## src/rtl/axi_wrr_burst_scheduler.sv

```systemverilog
// Weighted round-robin, transaction-locked grant scheduler for a shared AXI channel.
// Define WRR_SCHED_TMR_EN to triplicate all state with majority voting and a tmr_err flag.
module axi_wrr_burst_scheduler #(
  parameter int PORTS    = 4,
  parameter int WEIGHT_W = 4,
  localparam int IDX_W   = $clog2(PORTS)
) (
  input  logic                      clk,
  input  logic                      rst_n,
  input  logic [PORTS-1:0]          request,
  input  logic [PORTS-1:0]          last,
  input  logic                      accept,
  input  logic [PORTS*WEIGHT_W-1:0] weight,
  output logic [PORTS-1:0]          grant,
  output logic                      grant_valid,
  output logic [IDX_W-1:0]          grant_encoded,
  output logic                      tmr_err
);

  typedef enum logic {IDLE = 1'b0, BUSY = 1'b1} state_e;

  typedef struct packed {
    state_e              state;
    logic [WEIGHT_W-1:0] credit;
    logic [IDX_W-1:0]    last_port;
    logic [PORTS-1:0]    grant;
    logic                grant_valid;
    logic [IDX_W-1:0]    grant_encoded;
  } st_t;

  localparam st_t RST_ST = '{state: IDLE, credit: '0, last_port: IDX_W'(PORTS-1),
                             grant: '0, grant_valid: 1'b0, grant_encoded: '0};

  st_t                 cur, nxt;
  logic                do_sel;
  logic [IDX_W-1:0]    sel_lp, win;
  logic [WEIGHT_W-1:0] sel_cr, wt;
  int                  idx;

  always_comb begin
    nxt    = cur;
    do_sel = 1'b0;
    sel_lp = cur.last_port;
    sel_cr = cur.credit;
    win    = '0;
    wt     = '0;
    idx    = 0;
    case (cur.state)
      IDLE: do_sel = |request;
      BUSY: begin
        if (accept && last[cur.grant_encoded]) begin
          sel_cr        = (cur.credit != '0) ? cur.credit - WEIGHT_W'(1) : '0;
          sel_lp        = cur.grant_encoded;
          nxt.credit    = sel_cr;
          nxt.last_port = sel_lp;
          if (|request) begin
            do_sel = 1'b1;
          end else begin
            nxt.state       = IDLE;
            nxt.grant       = '0;
            nxt.grant_valid = 1'b0;
          end
        end
      end
      default: nxt = RST_ST;
    endcase

    if (do_sel) begin
      if (request[sel_lp] && sel_cr != '0) begin
        win        = sel_lp;
        nxt.credit = sel_cr;
      end else begin
        // Descending scan so the final hit is the nearest port after sel_lp.
        for (int i = PORTS; i >= 1; i--) begin
          idx = (int'(sel_lp) + i) % PORTS;
          if (request[idx]) win = IDX_W'(idx);
        end
        wt         = weight[int'(win)*WEIGHT_W +: WEIGHT_W];
        nxt.credit = (wt == '0) ? WEIGHT_W'(1) : wt;
      end
      nxt.state         = BUSY;
      nxt.grant         = PORTS'(1) << win;
      nxt.grant_valid   = 1'b1;
      nxt.grant_encoded = win;
    end
  end

`ifdef WRR_SCHED_TMR_EN
  st_t  rep_q [3];
  logic tmr_err_q;

  // All replicas advance from the voted state, so a single upset heals in one edge.
  assign cur = st_t'((rep_q[0] & rep_q[1]) | (rep_q[1] & rep_q[2]) | (rep_q[0] & rep_q[2]));

  always_ff @(posedge clk) begin
    for (int r = 0; r < 3; r++) rep_q[r] <= rst_n ? nxt : RST_ST;
    tmr_err_q <= rst_n ? |((rep_q[0] ^ rep_q[1]) | (rep_q[1] ^ rep_q[2])) : 1'b0;
  end

  assign tmr_err = tmr_err_q;
`else
  st_t cur_q;

  always_ff @(posedge clk) begin
    if (!rst_n) cur_q <= RST_ST;
    else        cur_q <= nxt;
  end

  assign cur     = cur_q;
  assign tmr_err = 1'b0;
`endif

  assign grant         = cur.grant;
  assign grant_valid   = cur.grant_valid;
  assign grant_encoded = cur.grant_encoded;

endmodule

```

## config.mk

```make
export PLATFORM = sky130hd
export DESIGN_NAME = axi_wrr_burst_scheduler
export DESIGN_NICKNAME = d
export VERILOG_FILES = /design/src/rtl/axi_wrr_burst_scheduler.sv
export SDC_FILE = /design/constraint.sdc
export NUM_CORES = 1
export LEC_CHECK = 0
export CAP_MARGIN = 30
export CORE_UTILIZATION = 45
export DETAILED_ROUTE_END_ITERATION = 16
export PLACE_DENSITY = 0.75
export REMOVE_ABC_BUFFERS = 1
export SYNTH_ARGS = -nofsm -noshare
export SYNTH_HDL_FRONTEND = slang
export SYNTH_SLANG_ARGS = --single-unit
```

## constraint.sdc

```tcl
create_clock -name clk -period 4.32 [get_ports clk]
set_clock_uncertainty 0.2 [all_clocks]
set_input_delay 0.648 -clock clk [delete_from_list [all_inputs] [get_ports clk]]
set_output_delay 0.648 -clock clk [all_outputs]
set_load 0.005 [all_outputs]
```

After elaboration in Yosys (flattened, before gate mapping)
Index checks and enable logic that the tools add are counted.

storage, ports and cells
  register bits = 14
  latch bits = 0
  memory bits (writable) = 0
  bits in read-only memories = 0
  input port bits = 27
  output and inout bits = 8
  logic and storage cells = 79
  memories kept = 0

operators by class
  $add $sub $neg = 5
  multipliers = 0
  div/mod/pow operators = 0
  magnitude comparators = 6
  eq/ne operators = 1
  shifts and indexed selects = 2
  muxes and demuxes = 39
  bitwise gates (word level) = 5
  reduce and logical (&&, ||, !) cells = 15

operators with widths
  kind                                                        count
  two-way mux 12 bit                                          2
  two-way mux 2 bit                                           10
  two-way mux 4 bit                                           5
  less-than comparator 3 x 4 -> 1 bit, second input constant  4
  variable part select 16 x 5 -> 4 bit                        1
  binary-select mux 1 bit (select 2 bit)                      6
  two-way mux 1 bit                                           12
  two-way mux 5 bit                                           2
  nonzero test 4 bit                                          2
  OR reduction 2 bit                                          4
  two-way mux 7 bit                                           1
  less-than comparator 2 x 3 -> 1 bit, second input constant  2
  adder 2 x 1 -> 2 bit, second input constant                 2
  adder 2 bit, second input constant                          2
  AND 1 bit, first input constant                             4
  logical NOT 4 bit                                           1
  AND reduction 2 bit                                         2
  nonzero test 2 bit                                          2
  OR reduction 4 bit                                          1
  left shift 1 x 2 -> 4 bit, first input constant             1
  subtractor 4 x 1 -> 4 bit, second input constant            1
  AND reduction 3 bit                                         1
  logical AND 1 bit                                           2
  != test 2 bit, second input constant                        1
  2 further kinds                                             2

Logic depth before layout (Yosys ltp)
Gate-level depths: netlist (run 1).

  depth after elaboration = 22
  gate-level depth with buffers = 10
  gate-level depth less buffers = 8

Worst setup path after synthesis (run 1)
OpenSTA, ideal clock, no wires.

  path type = input-to-reg
  start = input last[0]
  end = register cur_q (netlist bit cur[9])
  library setup time = 0.057 ns
  arrival = 2.274 ns
  data required time = 4.063 ns
  path slack = 1.789 ns
  cell stages on the path = 9
  buffers on the path = 1
  path through = or3b_1 > a21oi_1 > o32ai_1 > o32ai_2 > buf_6 > mux2i_1 > mux2i_1 > o31ai_1 > a21o_1

between the ends
  longest elaborated chain between the ends = 20
  elaborated cells between the ends (all ways) = 43
  classes of those cells = add/sub (4); shift (1); mux (31); reduce/logical (7)

ends and longest elaborated chain
  item                                                  line  source
  start: declaration                                    11    input logic [PORTS-1:0] last,
  binary-select mux 1 bit (select 2 bit) *              51    if (accept && last[cur.grant_encoded]) begin
  two-way mux 1 bit (implied by the code) *             51
  logical AND 1 bit *                                   51
  two-way mux 2 bit                                     51
  two-way mux 2 bit                                     48    case (cur.state)
  adder 2 x 1 -> 2 bit                                  75    idx = (int'(sel_lp) + i) % PORTS;
  binary-select mux 1 bit (select 2 bit)                76    if (request[idx]) win = IDX_W'(idx);
  two-way mux 1 bit (implied by the code) (2 in a row)  76
  two-way mux 2 bit (4 in a row)                        76
  two-way mux 2 bit                                     69    if (request[sel_lp] && sel_cr != '0) begin
  two-way mux 2 bit                                     68    if (do_sel) begin
  variable part select 16 x 5 -> 4 bit                  78    wt = weight[int'(win)*WEIGHT_W +: WEIGHT_W];
  logical NOT 4 bit                                     79    nxt.credit = (wt == '0) ? WEIGHT_W'(1) : wt;
  two-way mux 4 bit                                     79
  two-way mux 4 bit                                     69
  two-way mux 5 bit                                     68
  end signal: assignment                                106   else cur_q <= nxt;
  end: declaration                                      102   st_t cur_q;

Every way passes the cells marked *; elsewhere a longest branch is shown, timed or not. The select of a mux whose other input is x is not followed.
A chain may end at the register's enable or synchronous reset.

Worst setup path in the final report (run 1)
  start = input accept
  end = register cur_q (netlist bit cur[9])

between the ends
  longest elaborated chain between the ends = 18
  elaborated cells between the ends (all ways) = 41
  classes of those cells = add/sub (4); shift (1); mux (29); reduce/logical (7)

ends and longest elaborated chain
  item                                                  line  source
  start: declaration                                    12    input logic accept,
  logical AND 1 bit *                                   51
  two-way mux 2 bit                                     51
  two-way mux 2 bit                                     48
  adder 2 x 1 -> 2 bit                                  75
  binary-select mux 1 bit (select 2 bit)                76
  two-way mux 1 bit (implied by the code) (2 in a row)  76
  two-way mux 2 bit (4 in a row)                        76
  two-way mux 2 bit                                     69
  two-way mux 2 bit                                     68
  variable part select 16 x 5 -> 4 bit                  78
  logical NOT 4 bit                                     79
  two-way mux 4 bit                                     79
  two-way mux 4 bit                                     69
  two-way mux 5 bit                                     68

Marked as above.

==> summary.txt, run 1 <==
Clock Path Buffers: 2
Total grt overflow: 0
TritonCTS clock tree: done
Initial antenna violation count: 0
Gates resized, CTS repair: 0
Top Usage Layer GRT: met2
Main area contributors after synthesis: dfxtp_1 (22%), mux2i_1 (12%), nor2_1 (4.3%), buf_4 (4.1%), mux2i_2 (3.2%)
Post-synth top area cell: dfxtp_1
Slew headroom: 57.4%
Placer Congestion: 0.875
DR pass1 iterations: 4
Crit path to: cur[9]
Sequential power share: 32.5%
Cell variety after synth: 47
Peak per-stage delay on the critical path: 0.56 ns
CP dominant cell by count: mux2i_1
Diodes inserted: 0
CP arrival: 3.16 ns
Reg-to-Reg Start: grant_encoded[0]
Clk pwr share: 15.2%
Core area: 0.00273 mm^2
WHS: 0.261 ns
Kind of end point of the critical path: register
Setup bufs post-CTS: 0
Area Overhead vs Synth: 25.7%
Synth top area share: 21.6%
First-pass GRT wire length: 5300 um
PD cells: 376 mW/mm^2
Switching fraction of total power: 38.3%
Worst setup SP type: primary input
Share of layout cells above drive strength 1: 12.0%
Post-Synthesis Cells: 156
Post-synth EDFFs: 0
WP depth: 10
Crit-path max FO: 9
CTS clk-pin slew, worst paths: 0.08 ns
Drc violations: 0
Routed vias/inst: 5.82
Setup ws final: 1.18 ns
Outcome: finished clean
Cell chain of the critical path: clkdlybuf4s50_1 > nand3_1 > o22ai_4 > nor3b_1 > o32ai_2 > buf_4 > mux2i_1 > mux2i_1 > o31ai_1 > a21o_1
Hold_sp: grant[3]
Starting Density: 47.4%
Reg2Reg Setup Slack: 1.34 ns
Hold_buf cts: 0
Met1 GRT Util: 26.4%
Internal power: 377 uW
Net switching power: 234 uW
Yosys warnings: 0
FF-to-FF End: cur[9]
Met3 Usage GRT: 4.88%
Detailed placement HPWL: 2460 um
Final period util: 72.8%
All-layer global routing usage: 21.0%
Main synth FF type: dfxtp_1
Post-Route WL: 3110 um
Buffers on Ports: 33
Die X: 55.6 um
# IOs: 35
Worst Path Required: 4.34 ns
Vias: 1245
Combinational Power Share: 52.3%
Die area: 0.00310 mm^2
Syn_area_per_cell: 8.30 um^2
Leak: 0.660 nW
Hold Fails Final Rpt: 0
HP Class: reg2reg
Root Driver: clkbuf_4
DP Worst Slack: 0.935 ns
Synth Cell Area: 0.00129 mm^2
RSZ-0062 raised after global routing: false
Post-DR wirelength/cell: 14.5 um
Min cycle time layout: 3.14 ns
FF+latch count, synth: 14
Final setup violation count: 0
GRT met2 Usage: 36.1%
Worst-skew pair later-pin latency: 0.28 ns
Total clock sinks: 14
Max-cap violations: 0
NumNets Final: 211
H-tree levels: 1
R2R depth: 9
CP max stage cell: clkdlybuf4s50_1
CTS Buf Count: 3
Setup TNS: 0 ns
Number of global-route vias before repair: 1194
Ys async rst share: 0%
Die H: 55.6 um
Worst path bufs/invs: 2
Overall Power: 612 uW
Slew Limit Fails: 0
Worst-Margin Slew: 0.636 ns
Crit path kind: in2reg
Initial DRC count: 63
Largest net degree at the start of global routing: 15
Setup crit start: accept
Row count: 19
Antenna Nets Post-Route: 0
Maximum vdd ir drop: 0.000326 V
Delay-heaviest family, CP: compound AO/OA/AOI/OAI gates
Seq/Total Area, Yosys: 21.6%
Fmax: 318 MHz
worst register-to-register path: cells and delay by family (launching register included):
kind / cells / cell delay [ns]
AOI/OAI and AO/OA: 4 / 0.80
muxes: 3 / 0.75
DFF: 1 / 0.68
buffers and inverters: 1 / 0.19
and+or+nand+nor: 1 / 0.30
per-layer routing:
layer / wire (um) / vias up
met4: 27 / 0
met5: 0 / -
met3: 135 / 4
met1: 1370 / 580
li1: - / 623
met2: 1580 / 38
registers in the layout, summed over array words and instances (netlist names):
signal         count
grant_valid        1
cur                7
grant              4
grant_encoded      2
final cells by class:
class                   instances  area (um^2)
well taps                      31         38.8
clock buffers                   4         36.3
flip-flops and latches         14          280
inverters                       6         22.5
fillers                       238         1110
repair buffers                 35          345
multi-input cells             124          905
power groups by stage:
stage	clock network (mW)	logic, mW	registers, mW
3_3_place_gp	0	0.315	0.198
6_report	0.0930	0.320	0.199
2_1_floorplan	0	0.223	0.192
3_5_place_dp	0	0.319	0.199
4_1_cts	0.0945	0.320	0.197
5_1_grt	0.105	0.349	0.204
cell usage in the layout (no fill, tap or decap), drive strengths merged, types with 5 or more instances in the layout:
cell type | Yosys | layout
o21ai | 10 | 10
dfxtp | 14 | 14
clkdlybuf4s50 | 0 | 33
nand3 | 6 | 6
a21oi | 8 | 8
o21a | 5 | 5
mux2i | 19 | 19
nor2 | 15 | 15
nand2 | 11 | 11
inv | 6 | 6
synthesized netlist by cell type, types with 2 or more instances:
master	instances
mux2i_2	3
inv_1	6
nor2b_1	4
nand2b_1	4
mux2_2	3
dfxtp_1	14
a21oi_1	8
nor3_1	4
and2_1	3
buf_4	7
o21ai_2	2
o31ai_1	2
o21a_1	5
nand2_1	11
o31a_1	2
nor2_1	15
a21o_1	2
o211ai_1	2
buf_6	2
o21ai_0	7
clkbuf_1	2
mux2i_1	15
a21boi_1	4
nand3_1	6
worst min-delay path by stage:
stage | to | slack (ns) | cells past startpoint
4_1_cts | grant[0] | 0.27 | 2
2_1_floorplan | grant[0] | 0.25 | 2
6_report | grant[3] | 0.26 | 2
3_3_place_gp | grant[0] | 0.24 | 2
3_5_place_dp | grant[3] | 0.26 | 2
5_1_grt | grant[0] | 0.29 | 2
cells by family after synthesis:
logic type	count (synthesis)	share of synthesized area, %
AND/OR/NAND/NOR	56	23.4
AO/OA/AOI/OAI	45	27.1
multiplexers	22	19.1
buffers and inverters	18	8.50
flip-flops	14	21.6
other	1	0.290
metrics by stage:
stage	util, %	instance area, um^2	cells
3_3_place_gp	58.2	1590	210
6_report	59.5	1630	214
3_5_place_dp	58.2	1590	210
4_1_cts	59.5	1630	214
5_1_grt	59.5	1630	214
2_1_floorplan	-	1210	144
Power figures use the tool's default switching activity.
==> run 2, diff against run 1 <==
- clock period: 4.32 -> 3.2 ns (I/O delays scaled with it)
==> summary.txt, run 2 (synthesized netlist as in run 1, its figures left out) <==
Outcome: finished clean (unchanged)
Share of layout cells above drive strength 1: 13.9% (was 12.0%)
Setup ws final: 0.351 ns (was 1.18 ns)
RSZ-0062 raised after global routing: false (unchanged)
Final instance area: 0.00166 mm^2 (was 0.00163 mm^2)
Starting Density: 47.4% (unchanged)
Post-DR wirelength/cell: 15.0 um (was 14.5 um)
Final setup violation count: 0 (unchanged)
Row count: 19 (unchanged)
Max reg flops: 7 (unchanged)
Setup bufs post-CTS: 0 (unchanged)
Crit-path max FO: 12 (was 9)
Routed vias/inst: 5.84 (was 5.82)
Final period util: 89.0%
NumNets Final: 215 (was 211)
WHS: 0.257 ns (was 0.261 ns)
Vias: 1273 (was 1245)
Hold Fails Final Rpt: 0 (unchanged)
Total clock sinks: 14 (unchanged)
Sequential power share: 31.3% (was 32.5%)
Internal power: 519 uW (was 377 uW)
CP arrival: 2.84 ns (was 3.16 ns)
Area Overhead vs Synth: 28.0% (was 25.7%)
# IOs: 35 (unchanged)
Post-Route WL: 3270 um (was 3110 um)
Die H: 55.6 um (unchanged)
Initial antenna violation count: 0 (unchanged)
Kind of end point of the critical path: register (unchanged)
Hold path endpoint: grant[3] (unchanged)
Largest net degree at the start of global routing: 15 (unchanged)
Slew headroom: 65.2% (was 57.4%)
Commonest non-fill, non-tap cell in the layout: clkdlybuf4s50_1 (unchanged)
Hold_sp: grant[3] (unchanged)
CTS Buf Count: 3 (unchanged)
H-tree levels: 1 (unchanged)
HP Class: reg2reg (unchanged)
Total grt overflow: 0 (unchanged)
Initial DRC count: 47 (was 63)
Fmax: 351 MHz
Reg-to-Reg Start: grant_encoded[0] (unchanged)
Maximum vdd ir drop: 0.000356 V (was 0.000326 V)
Net switching power: 335 uW (was 234 uW)
Min cycle time layout: 2.85 ns
Die area: 0.00310 mm^2 (unchanged)
Slew Limit Fails: 0 (unchanged)
Most frequent cells in the layout: clkdlybuf4s50_1 (33), nor2_1 (15), mux2i_1 (15), dfxtp_1 (14), nand2_1 (11) (unchanged)
Die X: 55.6 um (unchanged)
Gates resized, CTS repair: 0 (unchanged)
Buffers on Ports: 33 (unchanged)
CTS clk-pin slew, worst paths: 0.09 ns (was 0.08 ns)
Core area: 0.00273 mm^2 (unchanged)
Antenna Nets Post-Route: 0 (unchanged)
Post-Layout Cell Count: 218 (was 214)
First-pass GRT wire length: 5850 um (was 5300 um)
Setup TNS: 0 ns (unchanged)
Drc violations: 0 (unchanged)
FF-to-FF End: grant[2] (was cur[9])
DR pass1 iterations: 4 (unchanged)
Placer Congestion: 0.909 (was 0.875)
Root Driver: clkbuf_4 (unchanged)
Combinational Power Share: 53.1% (was 52.3%)
Clock Path Buffers: 2 (unchanged)
Reg2Reg Setup Slack: 0.35 ns (was 1.34 ns)
Detailed placement HPWL: 2560 um (was 2460 um)
Crit path kind: reg2reg (was in2reg)
Leak: 0.680 nW (was 0.660 nW)
R2R depth: 8 (was 9)
Hold_buf cts: 0 (unchanged)
Switching fraction of total power: 39.2% (was 38.3%)
All-layer global routing usage: 23.4% (was 21.0%)
PD cells: 515 mW/mm^2 (was 376 mW/mm^2)
Worst-Margin Slew: 0.522 ns (was 0.636 ns)
Hold Path Cell Cnt: 2 (unchanged)
Worst setup SP type: register (was primary input)
DP Cell Count: 214 (was 210)
Area after DPL: 0.00162 mm^2 (was 0.00159 mm^2)
Clk pwr share: 15.5% (was 15.2%)
TritonCTS clock tree: done (unchanged)
Worst-skew pair later-pin latency: 0.29 ns (was 0.28 ns)
Diodes inserted: 0 (unchanged)
Max-cap violations: 0 (unchanged)
DP Worst Slack: 0.0730 ns (was 0.935 ns)
Number of global-route vias before repair: 1302 (was 1194)
Worst Path Required: 3.19 ns (was 4.34 ns)
## run 2: changes by cell type in the layout (fill, tap and decap cells not counted), sizes merged
cell / change
buf: +4
## run 2: final cells by class
| type | count | area [um^2] |
|---|---|---|
| Fill cell | 248 | 1080 |
| Multi-Input combinational cell | 124 | 905 |
| Timing Repair Buffer | 39 | 375 |
| Sequential cell | 14 | 280 |
| Tap cell | 31 | 38.8 |
| Clock buffer | 4 | 36.3 |
| Inverter | 6 | 22.5 |
## run 2: how the worst max path moves through the flow
stage | slack [ns] | from | cells past startpoint | endpoint
3_5_place_dp | 0.07 | accept | 10 | grant[1]
6_report | 0.35 | grant_encoded[0] | 8 | grant[2]
4_1_cts | 0.35 | grant_encoded[0] | 8 | grant[2]
2_1_floorplan | 0.51 | grant_encoded[0] | 8 | cur[9]
3_3_place_gp | 0.11 | accept | 9 | grant[2]
5_1_grt | 0.11 | grant_encoded[0] | 8 | grant[2]
## run 2: routing by layer
metal	vias up	GRT usage, %	part of all wire (%)
li1	630	-	-
met1	606	28.4	45
met2	33	42.5	51
met3	4	4.65	3.9
met4	0	4.64	0.76
met5	-	0	0
## run 2: through the flow
step	util, %	power, mW
after floorplan	-	0.560
final	60.6	0.854
after global placement	59.3	0.704
after CTS	60.6	0.853
after global routing	60.6	0.919
after detailed placement	59.3	0.718
## run 2: critical path, cell delays in order, from the launching register on
cell and delay (ns):
dfxtp_1 0.66, mux2i_4 0.42, o22ai_4 0.16, buf_4 0.18
o21ai_0 0.31, nand3_1 0.19, mux2i_2 0.32, o21ai_0 0.14
and2_1 0.16
## run 2: power by group through the flow
| stage | Sequential (mW) | Combinational [mW] | Clock (mW) |
|---|---|---|---|
| floorplan | 0.259 | 0.301 | 0 |
| detailed placement | 0.269 | 0.449 | 0 |
| CTS | 0.266 | 0.453 | 0.135 |
| global route | 0.273 | 0.500 | 0.147 |
| finish | 0.268 | 0.454 | 0.133 |
| global placement | 0.267 | 0.437 | 0 |
==> run 3, diff against run 2 <==
- CTS_CLUSTER_SIZE: default -> 20
- SKIP_CTS_REPAIR_TIMING: default -> 1
==> results of run 3 <==
No change in the layout: final DEF, timing and power equal those of run 2.
